### src/rtl/azadi_prog_pkg.sv
// Shared types and constants for the boot-programming loader.
package azadi_prog_pkg;

   typedef enum logic [2:0] {
      ST_IDLE,
      ST_WAIT_LEN,
      ST_LOAD,
      ST_DONE,
      ST_ERR
   } prog_state_e;

   typedef enum logic [1:0] {
      RX_IDLE,
      RX_START,
      RX_DATA,
      RX_STOP
   } rx_state_e;

   localparam logic [15:0] MIN_CPB   = 16'd4;
   localparam int unsigned LEN_BYTES = 4;

endpackage

### src/rtl/azadi_uart_rx_core.sv
// 8N1 UART receiver: start re-sampled at mid-bit, data LSB first, then stop bit.
// byte_valid_o / frame_err_o are single-cycle strobes in the stop-sample cycle.
module azadi_uart_rx_core
   import azadi_prog_pkg::*;
(
   input  logic        clk_i,
   input  logic        rst_ni,
   input  logic        clr_i,
   input  logic        rx_i,
   input  logic [15:0] cpb_i,
   output logic        byte_valid_o,
   output logic [7:0]  byte_data_o,
   output logic        frame_err_o
);

   rx_state_e   st_q, st_d;
   logic [15:0] cnt_q, cnt_d;
   logic [2:0]  bit_q, bit_d;
   logic [7:0]  shift_q, shift_d;
   logic        rx_prev_q;
   logic [15:0] half_m1, full_m1;

   assign half_m1     = (cpb_i >> 1) - 16'd1;
   assign full_m1     = cpb_i - 16'd1;
   assign byte_data_o = shift_q;

   always_ff @(posedge clk_i or negedge rst_ni) begin
      if (!rst_ni) begin
         st_q      <= RX_IDLE;
         cnt_q     <= '0;
         bit_q     <= '0;
         shift_q   <= '0;
         rx_prev_q <= 1'b1;
      end else begin
         st_q      <= st_d;
         cnt_q     <= cnt_d;
         bit_q     <= bit_d;
         shift_q   <= shift_d;
         rx_prev_q <= rx_i;
      end
   end

   always_comb begin
      st_d         = st_q;
      cnt_d        = cnt_q + 16'd1;
      bit_d        = bit_q;
      shift_d      = shift_q;
      byte_valid_o = 1'b0;
      frame_err_o  = 1'b0;
      if (clr_i) begin
         st_d  = RX_IDLE;
         cnt_d = '0;
         bit_d = '0;
      end else begin
         case (st_q)
            RX_IDLE: begin
               cnt_d = '0;
               if (rx_prev_q && !rx_i) st_d = RX_START;
            end
            RX_START: begin
               // A start bit that reads high at mid-bit was only a glitch.
               if (cnt_q == half_m1) begin
                  cnt_d = '0;
                  bit_d = '0;
                  st_d  = rx_i ? RX_IDLE : RX_DATA;
               end
            end
            RX_DATA: begin
               if (cnt_q == full_m1) begin
                  cnt_d   = '0;
                  shift_d = {rx_i, shift_q[7:1]};
                  bit_d   = bit_q + 3'd1;
                  if (bit_q == 3'd7) st_d = RX_STOP;
               end
            end
            RX_STOP: begin
               if (cnt_q == full_m1) begin
                  cnt_d        = '0;
                  st_d         = RX_IDLE;
                  byte_valid_o = rx_i;
                  frame_err_o  = !rx_i;
               end
            end
            default: st_d = RX_IDLE;
         endcase
      end
   end

endmodule

### src/rtl/azadi_prog_loader.sv
// Boot loader: holds the core in reset while prog is high and writes a UART image into IMEM.
// Define PROG_CHECKSUM_EN to require a trailing 32-bit additive checksum word.
module azadi_prog_loader
   import azadi_prog_pkg::*;
#(
   parameter int ADDR_W          = 12,
   parameter int DEBOUNCE_CYCLES = 1024
) (
   input  logic              clk_i,
   input  logic              rst_ni,
   input  logic              prog_i,
   input  logic              rx_i,
   input  logic [15:0]       clks_per_bit_i,
   output logic              core_rst_no,
   output logic              we_o,
   output logic [ADDR_W-1:0] addr_o,
   output logic [31:0]       wdata_o,
   output logic              busy_o,
   output logic              err_o
);

   localparam int              DB_W    = $clog2(DEBOUNCE_CYCLES + 1);
   localparam logic [DB_W-1:0] DB_LAST = DB_W'(DEBOUNCE_CYCLES - 1);
   localparam logic [32:0]     MAX_LEN = 33'd1 << ADDR_W;

   logic [1:0]      prog_sync_q, rx_sync_q;
   logic            prog_s, rx_s;
   logic            db_q, prog_rise_q, prog_fall_q;
   logic [DB_W-1:0] db_cnt_q;

   prog_state_e     state_q, state_d;
   logic [15:0]     cpb_q, cpb_d;
   logic [1:0]      byte_cnt_q, byte_cnt_d;
   logic [31:0]     word_q, word_d, word_full;
   logic [ADDR_W-1:0] last_q, last_d, ptr_q, ptr_d, addr_q, addr_d;
   logic [31:0]     wdata_q, wdata_d;
   logic            we_q, we_d;
   logic            core_rst_q, busy_q, err_q;
   logic            restart, loading, word_done, rx_clr;
   logic            byte_valid, frame_err;
   logic [7:0]      byte_data;
`ifdef PROG_CHECKSUM_EN
   logic [31:0]     sum_q, sum_d;
   logic            chk_q, chk_d;
`endif

   assign prog_s = prog_sync_q[1];
   assign rx_s   = rx_sync_q[1];

   always_ff @(posedge clk_i or negedge rst_ni) begin
      if (!rst_ni) begin
         prog_sync_q <= 2'b00;
         rx_sync_q   <= 2'b11;
      end else begin
         prog_sync_q <= {prog_sync_q[0], prog_i};
         rx_sync_q   <= {rx_sync_q[0], rx_i};
      end
   end

   // Accept a level change only after it has held for DEBOUNCE_CYCLES cycles.
   always_ff @(posedge clk_i or negedge rst_ni) begin
      if (!rst_ni) begin
         db_q        <= 1'b0;
         db_cnt_q    <= '0;
         prog_rise_q <= 1'b0;
         prog_fall_q <= 1'b0;
      end else begin
         prog_rise_q <= 1'b0;
         prog_fall_q <= 1'b0;
         if (prog_s == db_q) begin
            db_cnt_q <= '0;
         end else if (db_cnt_q == DB_LAST) begin
            db_q        <= prog_s;
            db_cnt_q    <= '0;
            prog_rise_q <= prog_s;
            prog_fall_q <= !prog_s;
         end else begin
            db_cnt_q <= db_cnt_q + 1'b1;
         end
      end
   end

   assign restart   = prog_rise_q && (state_q != ST_ERR);
   assign loading   = (state_q == ST_WAIT_LEN) || (state_q == ST_LOAD);
   assign rx_clr    = !loading || restart;
   assign word_full = {byte_data, word_q[31:8]};
   assign word_done = byte_valid && (byte_cnt_q == 2'(LEN_BYTES - 1));

   azadi_uart_rx_core u_rx (
      .clk_i        (clk_i),
      .rst_ni       (rst_ni),
      .clr_i        (rx_clr),
      .rx_i         (rx_s),
      .cpb_i        (cpb_q),
      .byte_valid_o (byte_valid),
      .byte_data_o  (byte_data),
      .frame_err_o  (frame_err)
   );

   always_comb begin
      state_d    = state_q;
      cpb_d      = cpb_q;
      byte_cnt_d = byte_cnt_q;
      word_d     = word_q;
      last_d     = last_q;
      ptr_d      = ptr_q;
      addr_d     = addr_q;
      wdata_d    = wdata_q;
      we_d       = 1'b0;
`ifdef PROG_CHECKSUM_EN
      sum_d      = sum_q;
      chk_d      = chk_q;
`endif
      if (restart) begin
         cpb_d      = clks_per_bit_i;
         byte_cnt_d = '0;
         word_d     = '0;
         ptr_d      = '0;
`ifdef PROG_CHECKSUM_EN
         sum_d      = '0;
         chk_d      = 1'b0;
`endif
         state_d    = (clks_per_bit_i < MIN_CPB) ? ST_ERR : ST_WAIT_LEN;
      end else if (prog_fall_q && (loading || state_q == ST_ERR)) begin
         state_d = ST_IDLE;
      end else if (loading && frame_err) begin
         state_d = ST_ERR;
      end else if (loading) begin
         if (byte_valid) begin
            byte_cnt_d = byte_cnt_q + 2'd1;
            word_d     = word_full;
         end
         if (state_q == ST_WAIT_LEN) begin
            if (word_done) begin
               if ((word_full != 32'd0) && ({1'b0, word_full} <= MAX_LEN)) begin
                  last_d  = ADDR_W'(word_full - 32'd1);
                  ptr_d   = '0;
                  state_d = ST_LOAD;
               end else begin
                  state_d = ST_ERR;
               end
            end
         end else begin
            // Address advances the cycle after the strobe; it never passes last_q.
            if (we_q) begin
               if (ptr_q == last_q) begin
`ifdef PROG_CHECKSUM_EN
                  chk_d = 1'b1;
`else
                  state_d = ST_DONE;
`endif
               end else begin
                  ptr_d = ptr_q + 1'b1;
               end
            end
            if (word_done) begin
`ifdef PROG_CHECKSUM_EN
               if (chk_q) begin
                  state_d = (word_full == sum_q) ? ST_DONE : ST_ERR;
               end else begin
                  we_d    = 1'b1;
                  addr_d  = ptr_q;
                  wdata_d = word_full;
                  sum_d   = sum_q + word_full;
               end
`else
               we_d    = 1'b1;
               addr_d  = ptr_q;
               wdata_d = word_full;
`endif
            end
         end
      end
   end

   always_ff @(posedge clk_i or negedge rst_ni) begin
      if (!rst_ni) begin
         state_q    <= ST_IDLE;
         cpb_q      <= '0;
         byte_cnt_q <= '0;
         word_q     <= '0;
         last_q     <= '0;
         ptr_q      <= '0;
         addr_q     <= '0;
         wdata_q    <= '0;
         we_q       <= 1'b0;
         core_rst_q <= 1'b0;
         busy_q     <= 1'b0;
         err_q      <= 1'b0;
`ifdef PROG_CHECKSUM_EN
         sum_q      <= '0;
         chk_q      <= 1'b0;
`endif
      end else begin
         state_q    <= state_d;
         cpb_q      <= cpb_d;
         byte_cnt_q <= byte_cnt_d;
         word_q     <= word_d;
         last_q     <= last_d;
         ptr_q      <= ptr_d;
         addr_q     <= addr_d;
         wdata_q    <= wdata_d;
         we_q       <= we_d;
         core_rst_q <= (state_d == ST_IDLE) || (state_d == ST_DONE);
         busy_q     <= (state_d == ST_WAIT_LEN) || (state_d == ST_LOAD);
         err_q      <= (state_d == ST_ERR);
`ifdef PROG_CHECKSUM_EN
         sum_q      <= sum_d;
         chk_q      <= chk_d;
`endif
      end
   end

   assign core_rst_no = core_rst_q;
   assign we_o        = we_q;
   assign addr_o      = addr_q;
   assign wdata_o     = wdata_q;
   assign busy_o      = busy_q;
   assign err_o       = err_q;

endmodule

### config.mk
export PLATFORM = sky130hd
export DESIGN_NAME = azadi_prog_loader
export DESIGN_NICKNAME = d
export VERILOG_FILES = /design/src/rtl/azadi_prog_pkg.sv /design/src/rtl/azadi_uart_rx_core.sv /design/src/rtl/azadi_prog_loader.sv
export SDC_FILE = /design/constraint.sdc
export NUM_CORES = 1
export LEC_CHECK = 0
export ABC_AREA = 1
export BUFFER_PORTS_ARGS = -buffer_cell sky130_fd_sc_hd__buf_2
export CAP_MARGIN = 20
export CORE_UTILIZATION = 40
export CTS_BUF_LIST = sky130_fd_sc_hd__clkbuf_8
export CTS_CLUSTER_DIAMETER = 200
export DETAILED_ROUTE_END_ITERATION = 8
export PLACE_DENSITY = 0.6
export REMOVE_ABC_BUFFERS = 1
export SLEW_MARGIN = 30
export SYNTH_ARGS = -nofsm -noshare
export SYNTH_HDL_FRONTEND = slang
export SYNTH_HIERARCHICAL = 1
export SYNTH_SLANG_ARGS = --single-unit
### constraint.sdc
create_clock -name clk_i -period 3.4 [get_ports clk_i]
set_input_delay 0 -clock clk_i [delete_from_list [all_inputs] [get_ports clk_i]]
set_output_delay 0 -clock clk_i [all_outputs]
set_load 0.03 [all_outputs]
# Word-level counts from Yosys, hierarchy flattened
# Index checks and enable logic that the tools add are counted.
[classes]
addsub = 8
n_lt_le_gt_ge = 2
n_eq_ne = 28
muxes = 63
n_bitwise = 6
reduce_logical = 30
[op_table]
columns = ["cell", "count"]
rows = [
  ["2-to-1 mux 32 bit", 5],
  ["2-to-1 mux 12 bit", 9],
  ["2-to-1 mux 16 bit", 3],
  ["case mux 16 bit (3 select lines)", 1],
  ["2-to-1 mux 3 bit", 13],
  ["equality test 16 bit", 2],
  ["less-or-equal comparator 32 x 13 -> 1 bit, second input constant", 1],
  ["nonzero test 32 bit", 1],
  ["2-to-1 mux 2 bit", 12],
  ["2-to-1 mux 11 bit", 2],
  ["inequality test 3 x 2 -> 1 bit, second input constant", 6],
  ["adder 16 x 1 -> 16 bit, second input constant", 1],
  ["< comparator 16 x 3 -> 1 bit, second input constant", 1],
  ["2-to-1 mux 1 bit", 16],
  ["subtractor 15 x 1 -> 16 bit, second input constant", 1],
  ["subtractor 16 x 1 -> 16 bit, second input constant", 1],
  ["AND reduction 7 bit", 2],
  ["adder 12 x 1 -> 12 bit, second input constant", 1],
  ["equality test 12 bit", 1],
  ["subtractor 12 x 1 -> 12 bit, second input constant", 1],
  ["adder 11 x 1 -> 11 bit, second input constant", 1],
  ["equality test 11 x 10 -> 1 bit, second input constant", 1],
  ["equality test 3 x 2 -> 1 bit, second input constant", 3],
  ["equality test 3 bit, second input constant", 3],
  ["24 further kinds", 49],
]
[totals]
regBits = 173
in_bits = 20
word_cells = 160

# Logic depth before layout (Yosys ltp)
# Gate-level depths: netlist of the first run.
[logic_depth]
ltp_word = 14
ltp_mapped = 23
mapped_depth_nobuf = 23

# Hierarchy
# Netlist of the first run, hierarchy kept.
[by_module_without_submodules]
columns = ["mod", "n_inst", "cells_per_inst", "area_each_um2", "seq_area_each_um2"]
rows = [
  ["azadi_prog_loader", 1, 740, 6386.1, 3380.7],
  ["azadi_uart_rx_core", 1, 514, 3140.5, 752.0],
]

# Worst setup path before layout of the first run
# Ideal clock, no wire load.
[synth_path]
kind = "register -> register"
from = "reg cpb_q[1]"
to = "reg last_q[0]"
arrival_time_ns = 3.129
slack_ns = 0.141
stages_incl_launch_ff = 21
period_less_slack_ns = 3.259
cell_sequence = "dfrtp_1 inv_1 ha_1 inv_2 nor2_2 nand2_2 nor2_8 nand2_1 nand2_1 nand2_1 nor2_1 nand2_1 nor2_2 nand3_2 nor4_1 nand2_1 nor2_1 nand4_1 nor3_2 clkbuf_1 o21ai_0"
[synth_between]
elab_cells_between_ends = 12
classes_between = "add/sub (1); eq/ne (1); mux (6); bitwise (1); reduce/logical (3)"
[synth_lines]
columns = ["item", "line", "text"]
rows = [
  ["start, declared", "azadi_prog_loader.sv:32", "logic [15:0] cpb_q, cpb_d;"],
  ["start signal, assigned", "azadi_prog_loader.sv:196", "cpb_q <= cpb_d;"],
  ["subtractor 16 x 1 -> 16 bit", "azadi_uart_rx_core.sv:24", "assign full_m1 = cpb_i - 16'd1;"],
  ["equality test 16 bit", "azadi_uart_rx_core.sv:77", "if (cnt_q == full_m1) begin"],
  ["2-to-1 mux 1 bit", "azadi_uart_rx_core.sv:77", ""],
  ["2-to-1 mux 1 bit", "azadi_uart_rx_core.sv:55", "case (st_q)"],
  ["2-to-1 mux 1 bit", "azadi_uart_rx_core.sv:50", "if (clr_i) begin"],
  ["net byte_valid", "azadi_prog_loader.sv:40", "logic byte_valid, frame_err;"],
  ["logical AND 1 bit", "azadi_prog_loader.sv:87", "assign word_done = byte_valid && (byte_cnt_q == 2'(LEN_BYTES - 1));"],
  ["AND reduction 7 bit (no line)", "--", ""],
  ["end signal, assigned", "azadi_prog_loader.sv:199", "last_q <= last_d;"],
  ["end, declared", "azadi_prog_loader.sv:35", "logic [ADDR_W-1:0] last_q, last_d, ptr_q, ptr_d, addr_q, addr_d;"],
]
# The timed path passes the listed nets, and every way through them passes these cells.
# A chain may end at the register's enable or synchronous reset.

# Worst setup path in the final report of the first run
[layout_path]
from = "reg cpb_q[1]"
to = "reg last_q[2]"
# The elaborated chain is that of the path after synthesis.

==> results of run 1 <==
==> power groups by stage <==
stage | Clock, mW | Combinational, mW | Sequential (mW)
final | 1.48 | 0.302 | 2.03
after global routing | 1.61 | 0.352 | 2.03
after CTS | 1.53 | 0.302 | 2.03
after detailed placement | 0 | 0.284 | 2.07
after global placement | 0 | 0.284 | 2.07
after floorplan | 0 | 0.173 | 2.06
==> stage by stage <==
step | power, mW | std cells | setup WS (ns) | TNS, ns | area (µm²)
2_1_floorplan | 2.23 | 1211 | -1.08 | -74.55 | 9270
3_3_place_gp | 2.35 | 1614 | 0.159 | 0 | 10200
3_5_place_dp | 2.35 | 1614 | -0.0213 | -0.129 | 10200
4_1_cts | 3.86 | 1665 | 0.0159 | 0 | 10800
5_1_grt | 3.99 | 1674 | -0.0245 | -0.0778 | 11000
6_report | 3.81 | 1674 | 0.201 | 0 | 11000
==> registers in the layout (all words and copies together) (netlist names), 2 cells and up <==
name,count
db_cnt_q,11
rx_sync_q,2
wdata_o,32
u_rx/byte_data_o,8
ptr_q,12
byte_cnt_q,2
addr_o,12
u_rx/cnt_q,16
state_q,3
last_q,12
u_rx/bit_q,3
cpb_q,16
prog_sync_q,2
u_rx/st_q,2
word_q,24
==> worst min-delay path by stage <==
stage / from / endpoint / cells after the start
2_1_floorplan: rst_ni / addr_o[0]$_DFFE_PN0P_ / 0
3_3_place_gp: rx_i / rx_sync_q[0]$_DFF_PN1_ / 1
3_5_place_dp: rx_i / rx_sync_q[0]$_DFF_PN1_ / 1
4_1_cts: rx_i / rx_sync_q[0]$_DFF_PN1_ / 2
5_1_grt: rx_i / rx_sync_q[0]$_DFF_PN1_ / 2
6_report: rst_ni / addr_o[4]$_DFFE_PN0P_ / 2
==> layout by cell type, fill, tap and decap left out, drive strengths merged, types with 3 or more instances in the layout <==
cell and instances:
a21oi 11, buf 92, clkbuf 18, clkinv 6
dfrtp 162, dfstp 3, dlygate4sd3 19, ha 10
inv 168, nand2 376, nand3 108, nand3b 10
nand4 20, nor2 148, nor3 21, nor3b 5
nor4 5, o21ai 111, xnor2 15, xor2 43
==> layout make-up <==
cell class                      count  share of cell area (%)
Clock buffer                       17                    2.13
Clock inverter                     15                    1.62
Inverter                          160                    5.48
Multi-Input combinational cell    886                    42.3
Sequential cell                   165                    37.6
Tap cell                          319                    3.63
Timing Repair Buffer              112                    7.22
==> per-layer routing <==
metal	track usage [%]	vias up	routed length [µm]
met2	30.5	163	10200
li1	-	4126	-
met3	3.35	21	831
met1	27.3	3677	11300
met5	0	-	0
met4	6.35	0	364
==> worst reg2reg max path, cell delays in order, from the launching register on <==
cell and delay [ns]:
dfrtp_1 0.41, inv_2 0.10, ha_4 0.18, or2_2 0.28
nand3_1 0.10, nand2_1 0.07, nor2_2 0.09, nand2_1 0.06
nor2_1 0.11, nand2_1 0.10, nor2_4 0.14, nand3_4 0.11
nor4_4 0.24, nand2_1 0.12, nor2_2 0.13, nand4_1 0.23
nor3_4 0.29, buf_12 0.15, buf_6 0.12, nand2_1 0.06
o21ai_0 0.06
==> what timing repair did <==
action | 4_1_cts | 5_1_grt
gates cloned | 0 | 3
endpoints found under the hold margin | 114 | 0
pin swaps | 0 | 18
hold buffers | 19 | 0
setup endpoints to repair | 12 | 74
buffers inserted | 0 | 6
gates resized for setup | 1 | 43
==> cells by family after synthesis <==
logic type | synth area share, %
AOI/OAI and AO/OA | 7.59
xor gates and xnor gates | 5.33
adders and majority gates | 1.31
buffers and inverters | 9.08
DFF | 43.4
and+or+nand+nor | 33.3
==> run_results.csv, run 1 <==
group,metric,value,unit
synth,synth_cell_types,42,
synth,synth.yosys.seq_area_share,43.4,%
synth,synth_edf_count,0,
pwr,p_sw,1.10,mW
sta,fmax,313,MHz
clocking,cts.clk_slew.worst_paths,0.11,ns
drt,finalWirelength,22600,µm
finish,layout.nets,1372,
setup_path,crit_top_cell,"nand2_1",
setup_path,crit_start,"cpb_q[1]$_DFFE_PN0P_",
drt,ant_nets,0,
synth,yosys.area.top_type,"dfrtp_1",
clocking,clk-insertion-delay-late,0.48,ns
floorplan,pin_count,68,
clocking,cts_htree_levels,4,
pwr,irDropWorstVdd,0.218,mV
floorplan,dieArea,0.0244,mm²
grt,grt_pass1_wl,37800,µm
sta,drv_slew,0,
synth,synth.top_cell.area_share,42.6,%
job,cap_violations,0,
grt,grt_use_total,19.5,%
setup_path,regToRegStartpoint,"cpb_q[1]$_DFFE_PN0P_",
sta,final.setup_skew,0.0224,ns
clocking,cts_tree,"built",
synth,async_reset_ff_share,100,%
sta,grt_setup_unrepaired,"yes",
synth,synthTopCellsByArea,"dfrtp_1, nand2_1, inv_1",
finish,multi_input_area,0.00466,mm²
floorplan,fp.dieW,156,µm
pwr,power_frac_comb,7.9,%
drt,first_pass_iters,6,
floorplan,row_count,56,
setup_path,criticalPathCategory,"reg2reg",
finish,drive_above_1_share,18.3,%
pwr,clockPowerShare,38.8,%
pwr,power_density,347,mW/mm²
setup_path,crit_cells,20,
clocking,cts_root_buf,"clkbuf_8",
sta,slew_headroom,43.6,%
synth,ys.flop_type,"dfrtp_1",
grt,grt_antenna_before_repair,0,
synth,synth_commonest_cells,"nand2_1, dfrtp_1, inv_1",
grt,grt_max_degree,101,
setup_path,crit_buf_inv,3,
place,globalplace.congestion,0.919,
floorplan,die_y,156,µm
clocking,cts_made_buffers,17,
pwr,intPower,2.71,mW
setup_path,critPathMaxStageDelay,0.41,ns
synth,syn-cell-area,0.00953,mm²
setup_path,cp.required,3.81,ns
synth,post_synth.cell_area_avg,7.60,µm²
pwr,p_seq_share,53.3,%
setup_path,r2r_cells,20,
synth,ys.warnings.count,6,
place,io_buffers,67,
floorplan,core-area,0.0234,mm²
drt,wl_per_cell,13.5,µm
drt,drtIter0Drc,498,
finish,syn_to_final_growth,15.4,%
setup_path,end_kind,"register",
drt,drc_errors,0,
sta,whs,0.160,ns
sta,final_hold_viol_count,0,
pwr,p_sw_share,28.8,%
sta,setup_viol,0,
setup_path,r2r-end,"last_q[2]$_DFFE_PN0P_",
sta,layout_min_cycle_time,3.20,ns
grt,grt.overflow.total,0,
setup_path,cpLargestDelayFamily,"simple AND/OR/NAND/NOR gates",
setup_path,arrival,3.61,ns
drt,via_count,7987,
finish,fill_cells,2382,
finish,antenna_cells,0,
setup_path,crit_chain,"inv_2, ha_4, or2_2, nand3_1, nand2_1, nor2_2, nand2_1, nor2_1, nand2_1, nor2_4, nand3_4, nor4_4, nand2_1, nor2_2, nand4_1, nor3_4, buf_12, buf_6, nand2_1, o21ai_0",
setup_path,start_kind,"register",
finish,seqCellArea,0.00413,mm²
sta,worst_pin_slew,0.847,ns
sta,fin_crit_sh,94.1,%
synth,ys_ff_latch,165,
setup_path,cp_max_fo,5,
drt,viasPerCell,4.77,
finish,postLayoutCoreUtil,47.0,%
place,dpl.hpwl,16200,µm
pwr,p_leak,5.28,nW
setup_path,crit_path_end,"last_q[2]$_DFFE_PN0P_",
synth,synthMostInstantiatedCell,"nand2_1",
clocking,cts.sinks,165,
run_status,status,"completed",
setup_path,reg2reg_slack,0.20,ns
setup_path,crit_slowest_cell,"dfrtp_1",
grt,grt_pass1_vias,7633,
worst_hold_path,hp-class,"in2async",
floorplan,initial_core_util,40.7,%
synth,postSynthCellCount,1254,
clocking,ctsLongestPathBuffers,2,
Note: power is estimated with default switching activity, not from simulation.
==> inputs of run 2 (changes only) <==
--- a/config.mk
+++ b/config.mk
@@ -8,11 +8,13 @@
 export ABC_AREA = 1
 export BUFFER_PORTS_ARGS = -buffer_cell sky130_fd_sc_hd__buf_2
 export CAP_MARGIN = 20
+export CELL_PAD_IN_SITES_DETAIL_PLACEMENT = 1
+export CELL_PAD_IN_SITES_GLOBAL_PLACEMENT = 1
 export CORE_UTILIZATION = 40
 export CTS_BUF_LIST = sky130_fd_sc_hd__clkbuf_8
 export CTS_CLUSTER_DIAMETER = 200
 export DETAILED_ROUTE_END_ITERATION = 8
-export PLACE_DENSITY = 0.6
+export PLACE_DENSITY = 0.76
 export REMOVE_ABC_BUFFERS = 1
 export SLEW_MARGIN = 30
 export SYNTH_ARGS = -nofsm -noshare
==> run 2 against run 1 <==
  * Die area unchanged
  * Combinational power up 7.3%
  * Clock-buffer cell count unchanged
  * Design area up 0.43%
  * Via count up 5.8%
  * Sequential share of layout area down 0.13 points
  * Core utilization up 0.20 points
  * Maximum frequency down 3.5%
  * Final cell count up 0.48%
  * Critical endpoint is now last_q[11]$_DFFE_PN0P_
  * Largest power group unchanged
==> run_results.csv, run 2 (synthesis gave the netlist of run 1 again) <==
group,metric,value,unit
drt,finalWirelength,27400,µm
setup_path,end_kind,"register",
place,dpl_cell_area,0.0102,mm²
setup_path,cp.required,3.75,ns
clocking,cts_made_buffers,17,
place,io_buffers,67,
clocking,cts_htree_levels,4,
grt,grt_max_degree,78,
place,dpl.hpwl,20100,µm
run_status,status,"completed",
clocking,cts_root_buf,"clkbuf_8",
sta,setup_viol,0,
floorplan,pin_count,68,
setup_path,crit_buf_inv,4,
finish,layout.nets,1379,
floorplan,row_count,56,
job,cap_violations,0,
pwr,power_density,355,mW/mm²
finish,drive_above_1_share,18.6,%
sta,worst_pin_slew,0.823,ns
floorplan,core-area,0.0234,mm²
setup_path,crit_top_cell,"nand2_1",
finish,final_cell_mix,"nand2_1, dfrtp_1, inv_1",
sta,slew_headroom,45.2,%
sta,fin_crit_sh,97.5,%
clocking,cts.sinks,165,
floorplan,die_y,156,µm
grt,grt_pass1_wl,45100,µm
clocking,clk-insertion-delay-late,0.47,ns
drt,drc_errors,0,
setup_path,reg2reg_slack,0.09,ns
drt,drtIter0Drc,480,
finish,postLayoutCellArea,0.0110,mm²
sta,fmax,302,MHz
worst_hold_path,hp-class,"in2async",
setup_path,start_kind,"register",
drt,first_pass_iters,7,
finish,largest_reg_flops,32,
place,globalplace.congestion,0.898,
finish,postLayoutCoreUtil,47.2,%
floorplan,dieArea,0.0244,mm²
setup_path,crit_chain,"buf_4, nor2_2, nand2_2, inv_2, nand2_1, nor2_4, nor2_1, nor2_1, nand2_1, nor2_4, nand3_4, nor4_4, nand2_1, nor2_2, nand4_1, nor3_2, buf_4, inv_1, nand2_1, o21ai_0",
setup_path,crit_slowest_cell,"dfrtp_1",
setup_path,criticalPathCategory,"reg2reg",
sta,drv_slew,0,
grt,grt_use_total,23.6,%
clocking,cts_tree,"built",
clocking,ctsLongestPathBuffers,2,
drt,ant_nets,0,
setup_path,cp_max_fo,4,
pwr,p_leak,5.29,nW
sta,final_hold_viol_count,0,
pwr,irDropWorstVdd,0.193,mV
sta,final.setup_skew,0.0220,ns
floorplan,initial_core_util,40.7,%
setup_path,critPathMaxStageDelay,0.44,ns
grt,grt_pass1_vias,8651,
grt,grt.overflow.total,0,
clocking,cts.clk_slew.worst_paths,0.10,ns
floorplan,fp.dieW,156,µm
setup_path,arrival,3.66,ns
grt,grt_antenna_before_repair,1,
drt,wl_per_cell,16.3,µm
drt,viasPerCell,5.02,
drt,via_count,8450,
finish,layout_commonest_cell,"nand2_1",
sta,layout_min_cycle_time,3.31,ns
setup_path,cpLargestDelayFamily,"simple AND/OR/NAND/NOR gates",
finish,syn_to_final_growth,15.9,%
## run 2: changes by cell type in the layout (fill, tap and decap cells not counted), moves of 3 or more
cell     previous run  this run
buf_4              19        29
o21ai_0            69        74
dfrtp_1           162       159
dfrtp_2             0         3
o21ai_2            31        28
## run 2: final timing paths
kind | endpoint | startpoint | cells after the start
min reg2reg | rx_sync_q[1]$_DFF_PN1_ | rx_sync_q[0]$_DFF_PN1_ | 0
max reg2reg | last_q[11]$_DFFE_PN0P_ | cpb_q[2]$_DFFE_PN0P_ | 20
min | addr_o[5]$_DFFE_PN0P_ | rst_ni | 2
max in group asynchronous | cpb_q[4]$_DFFE_PN0P_ | rst_ni | 3
min in group clk_i | prog_sync_q[0]$_DFF_PN0_ | prog_i | 2
max | last_q[11]$_DFFE_PN0P_ | cpb_q[2]$_DFFE_PN0P_ | 20
## run 2: per-layer routing
| layer | part of all wire, % | track usage (%) | routed length, µm | vias up |
|---|---|---|---|---|
| met2 | 47 | 38.2 | 12800 | 137 |
| met4 | 2.1 | 7.38 | 575 | 0 |
| met1 | 48 | 32.7 | 13200 | 4153 |
| met5 | 0 | 0 | 0 | - |
| met3 | 3.0 | 3.30 | 814 | 32 |
| li1 | - | - | - | 4128 |
## run 2: stage by stage
stage / hold slack (ns) / power [mW] / setup slack (ns) / std cells / setup TNS (ns)
floorplan: -0.296 / 2.23 / -1.08 / 1211 / -74.55
global placement: 0.0927 / 2.36 / 0.0920 / 1620 / 0
detailed placement: 0.0913 / 2.36 / -0.0436 / 1620 / -0.0965
CTS: 0.140 / 3.96 / 0.0284 / 1671 / 0
global route: 0.155 / 4.08 / -0.0697 / 1682 / -0.508
finish: 0.114 / 3.92 / 0.0853 / 1682 / 0
## run 2: repair_timing
action / 4_1_cts / 5_1_grt
hold buffers: 19 / 0
endpoints found under the setup margin: 12 / 93
resized for setup: 1 / 30
pin swaps: 0 / 11
setup buffers: 0 / 10
hold endpoints to repair: 91 / 0
## run 2: report_power, final
part	internal, mW	switching [mW]	total, mW	leakage [nW]
clock network	0.699	0.865	1.56	0.217
logic	0.103	0.221	0.324	2.88
registers	1.99	0.0415	2.03	2.19
## run 2: area by class of cell
class                           count  area [µm²]
Fill cell                        2989       12400
Multi-Input combinational cell    886        4640
Sequential cell                   165        4140
Timing Repair Buffer              119         821
Inverter                          160         603
Tap cell                          319         399
Clock buffer                       17         234
Clock inverter                     15         205
Antenna cell                        1        2.50
==> inputs of run 3 (changes only) <==
--- a/config.mk
+++ b/config.mk
@@ -14,7 +14,7 @@
 export CTS_BUF_LIST = sky130_fd_sc_hd__clkbuf_8
 export CTS_CLUSTER_DIAMETER = 200
 export DETAILED_ROUTE_END_ITERATION = 8
-export PLACE_DENSITY = 0.76
+export PLACE_DENSITY = 0.73
 export REMOVE_ABC_BUFFERS = 1
 export SLEW_MARGIN = 30
 export SYNTH_ARGS = -nofsm -noshare
==> constraint.sdc (replaced) <==
create_clock -name clk_i -period 4.1 [get_ports clk_i]
set_input_delay 0 -clock clk_i [delete_from_list [all_inputs] [get_ports clk_i]]
set_output_delay 0 -clock clk_i [all_outputs]
set_load 0.03 [all_outputs]
==> run 3 against run 2 <==
  * Worst hold slack gained 0.050 ns
  * Die area unchanged
  * Clock skew about the same
  * Critical path type unchanged
  * Largest cell class unchanged
  * Total power decreased by 19%
  * Routed wire length shrank 2.6%
  * Critical path depth increased by 2
  * Design area decreased by 3.1%
  * Critical endpoint unchanged
  * Via count shrank 2.4%
  * Sequential share of layout area is 1.2 points higher
  * Register-to-register slack better by 0.44 ns
==> run_results.csv, run 3 (synthesis gave the netlist of run 1 again) <==
group,metric,value,unit
run_status,status,"completed",
clocking,cts.clk_slew.worst_paths,0.11,ns
setup_path,critPathMaxStageDelay,0.42,ns
drt,first_pass_iters,5,
setup_path,criticalPathCategory,"reg2reg",
drt,wl_per_cell,16.1,µm
pwr,p_leak,5.15,nW
pwr,p_sw,0.934,mW
finish,final_cell_mix,"nand2_1, dfrtp_1, inv_1",
pwr,p_sw_share,29.4,%
finish,layout.nets,1352,
pwr,clockPowerShare,39.1,%
place,dp_slack,0.456,ns
setup_path,start_kind,"register",
setup_path,cpLargestDelayFamily,"simple AND/OR/NAND/NOR gates",
finish,drive_above_1_share,15.7,%
clocking,cts_tree,"built",
drt,finalWirelength,26700,µm
setup_path,arrival,3.96,ns
setup_path,regToRegStartpoint,"cpb_q[1]$_DFFE_PN0P_",
clocking,clk-insertion-delay-late,0.47,ns
finish,layout_commonest_cell,"nand2_1",
floorplan,core-area,0.0234,mm²
clocking,cts_made_buffers,17,
sta,fmax,280,MHz
sta,final_hold_viol_count,0,
job,cap_violations,0,
clocking,cts.sinks,165,
setup_path,crit_top_cell,"nand2_1",
drt,ant_nets,0,
pwr,intPower,2.25,mW
place,io_buffers,67,
setup_path,crit_buf_inv,5,
drt,viasPerCell,4.99,
drt,drtIter0Drc,403,
sta,layout_min_cycle_time,3.58,ns
floorplan,die_y,156,µm
setup_path,r2r-end,"last_q[11]$_DFFE_PN0P_",
sta,fin_crit_sh,87.2,%
setup_path,r2r_cells,22,
grt,grt_pass1_vias,8452,
sta,grt_setup_unrepaired,"no",
clocking,cts_root_buf,"clkbuf_8",
sta,setup_viol,0,
clocking,cts_htree_levels,4,
sta,slew_headroom,42.3,%
floorplan,row_count,56,
finish,syn_to_final_growth,12.3,%
sta,finalWorstSetupSlack,0.523,ns
finish,largest_reg_flops,32,
setup_path,cp.required,4.48,ns
setup_path,crit_slowest_cell,"dfrtp_1",
place,globalplace.congestion,0.905,
pwr,p_seq_share,52.9,%
sta,drv_slew,0,
floorplan,pin_count,68,
finish,postLayoutCoreUtil,45.7,%
sta,worst_pin_slew,0.866,ns
worst_hold_path,hp-class,"in2async",
clocking,ctsLongestPathBuffers,2,
sta,final.setup_skew,0.0219,ns
floorplan,fp.dieW,156,µm
floorplan,dieArea,0.0244,mm²
grt,grt.overflow.total,0,
setup_path,cp_max_fo,21,
pwr,irDropWorstVdd,0.222,mV
setup_path,reg2reg_slack,0.52,ns
drt,via_count,8251,
pwr,power_density,298,mW/mm²
grt,grt_antenna_before_repair,1,
setup_path,crit_chain,"inv_1, ha_2, inv_2, nor2_2, nand2_2, nor2_8, nand2_1, nand2_1, nand2_1, nor2_1, nand2_1, nor2_2, nand3_2, nor4_1, buf_4, nand2_1, nor2_1, nand4_1, nor3_2, buf_4, inv_1, o21ai_0",
grt,grt_pass1_wl,44300,µm
place,dpl.hpwl,19300,µm
setup_path,end_kind,"register",
drt,drc_errors,0,
grt,grt_use_total,23.1,%
sta,finalSetupTns,0,ns
grt,grt_max_degree,86,
pwr,power_frac_comb,7.9,%
floorplan,initial_core_util,40.7,%
[run 3: changes by cell type in the layout (fill, tap and decap cells not counted), sizes merged]
cell / before / now
buf: 100 / 73
clkinv: 6 / 8
bufinv: 2 / 1
inv: 166 / 165
[run 3: worst register-to-register path, stage by stage, from the launching register on]
cell     delay [ns]
dfrtp_1        0.42
inv_1          0.13
ha_2           0.26
inv_2          0.06
nor2_2         0.11
nand2_2        0.12
nor2_8         0.15
nand2_1        0.09
nand2_1        0.06
nand2_1        0.05
nor2_1         0.09
nand2_1        0.08
nor2_2         0.13
nand3_2        0.13
nor4_1         0.22
buf_4          0.19
nand2_1        0.07
nor2_1         0.19
nand4_1        0.26
nor3_2         0.17
buf_4          0.24
inv_1          0.11
o21ai_0        0.18
[run 3: cell type report]
cell class	count	area (µm²)
Clock inverter	15	186
Clock buffer	17	234
Timing Repair Buffer	92	602
Sequential cell	165	4130
Multi-Input combinational cell	886	4540
Inverter	160	603
Tap cell	319	399
Antenna cell	1	2.50
Fill cell	3030	12700
[run 3: timing repair]
item / 4_1_cts / 5_1_grt
endpoints found under the setup margin: 0 / 14
gates resized for setup: 0 / 2
hold buffers: 19 / 0
hold endpoints to repair: 95 / 0
buffers inserted: 0 / 0
[run 3: per-layer routing]
| layer | global-route usage [%] | part of all wire (%) | vias to the layer above |
|---|---|---|---|
| met2 | 37.5 | 47 | 104 |
| met3 | 3.54 | 2.8 | 20 |
| met4 | 6.07 | 1.2 | 0 |
| met5 | 0 | 0 | - |
| met1 | 32.0 | 49 | 4060 |
| li1 | - | - | 4067 |
[run 3: power by group through the flow]
stage | Combinational (mW) | Sequential [mW] | Clock (mW)
after floorplan | 0.143 | 1.71 | 0
after global placement | 0.237 | 1.72 | 0
after detailed placement | 0.242 | 1.72 | 0
after CTS | 0.255 | 1.68 | 1.28
after global routing | 0.293 | 1.69 | 1.33
final | 0.252 | 1.68 | 1.25
[run 3: worst max path at each step]
stage,cells after the start,endpoint,start
after floorplan,12,last_q[11]$_DFFE_PN0P_,state_q[0]$_DFF_PN0_
after global placement,23,ptr_q[0]$_DFFE_PN0P_,cpb_q[1]$_DFFE_PN0P_
after detailed placement,23,ptr_q[7]$_DFFE_PN0P_,cpb_q[1]$_DFFE_PN0P_
after CTS,23,ptr_q[4]$_DFFE_PN0P_,cpb_q[1]$_DFFE_PN0P_
after global routing,21,last_q[11]$_DFFE_PN0P_,cpb_q[0]$_DFFE_PN0P_
final,22,last_q[11]$_DFFE_PN0P_,cpb_q[1]$_DFFE_PN0P_
[run 3: through the flow]
stage | hold slack [ns] | instance area [µm²] | power, mW | cells
floorplan | -0.296 | 9270 | 1.85 | 1211
detailed placement | 0.109 | 10100 | 1.96 | 1603
finish | 0.165 | 10700 | 3.18 | 1655
CTS | 0.157 | 10700 | 3.23 | 1654
global placement | 0.109 | 10100 | 1.95 | 1603
global route | 0.173 | 10700 | 3.32 | 1655
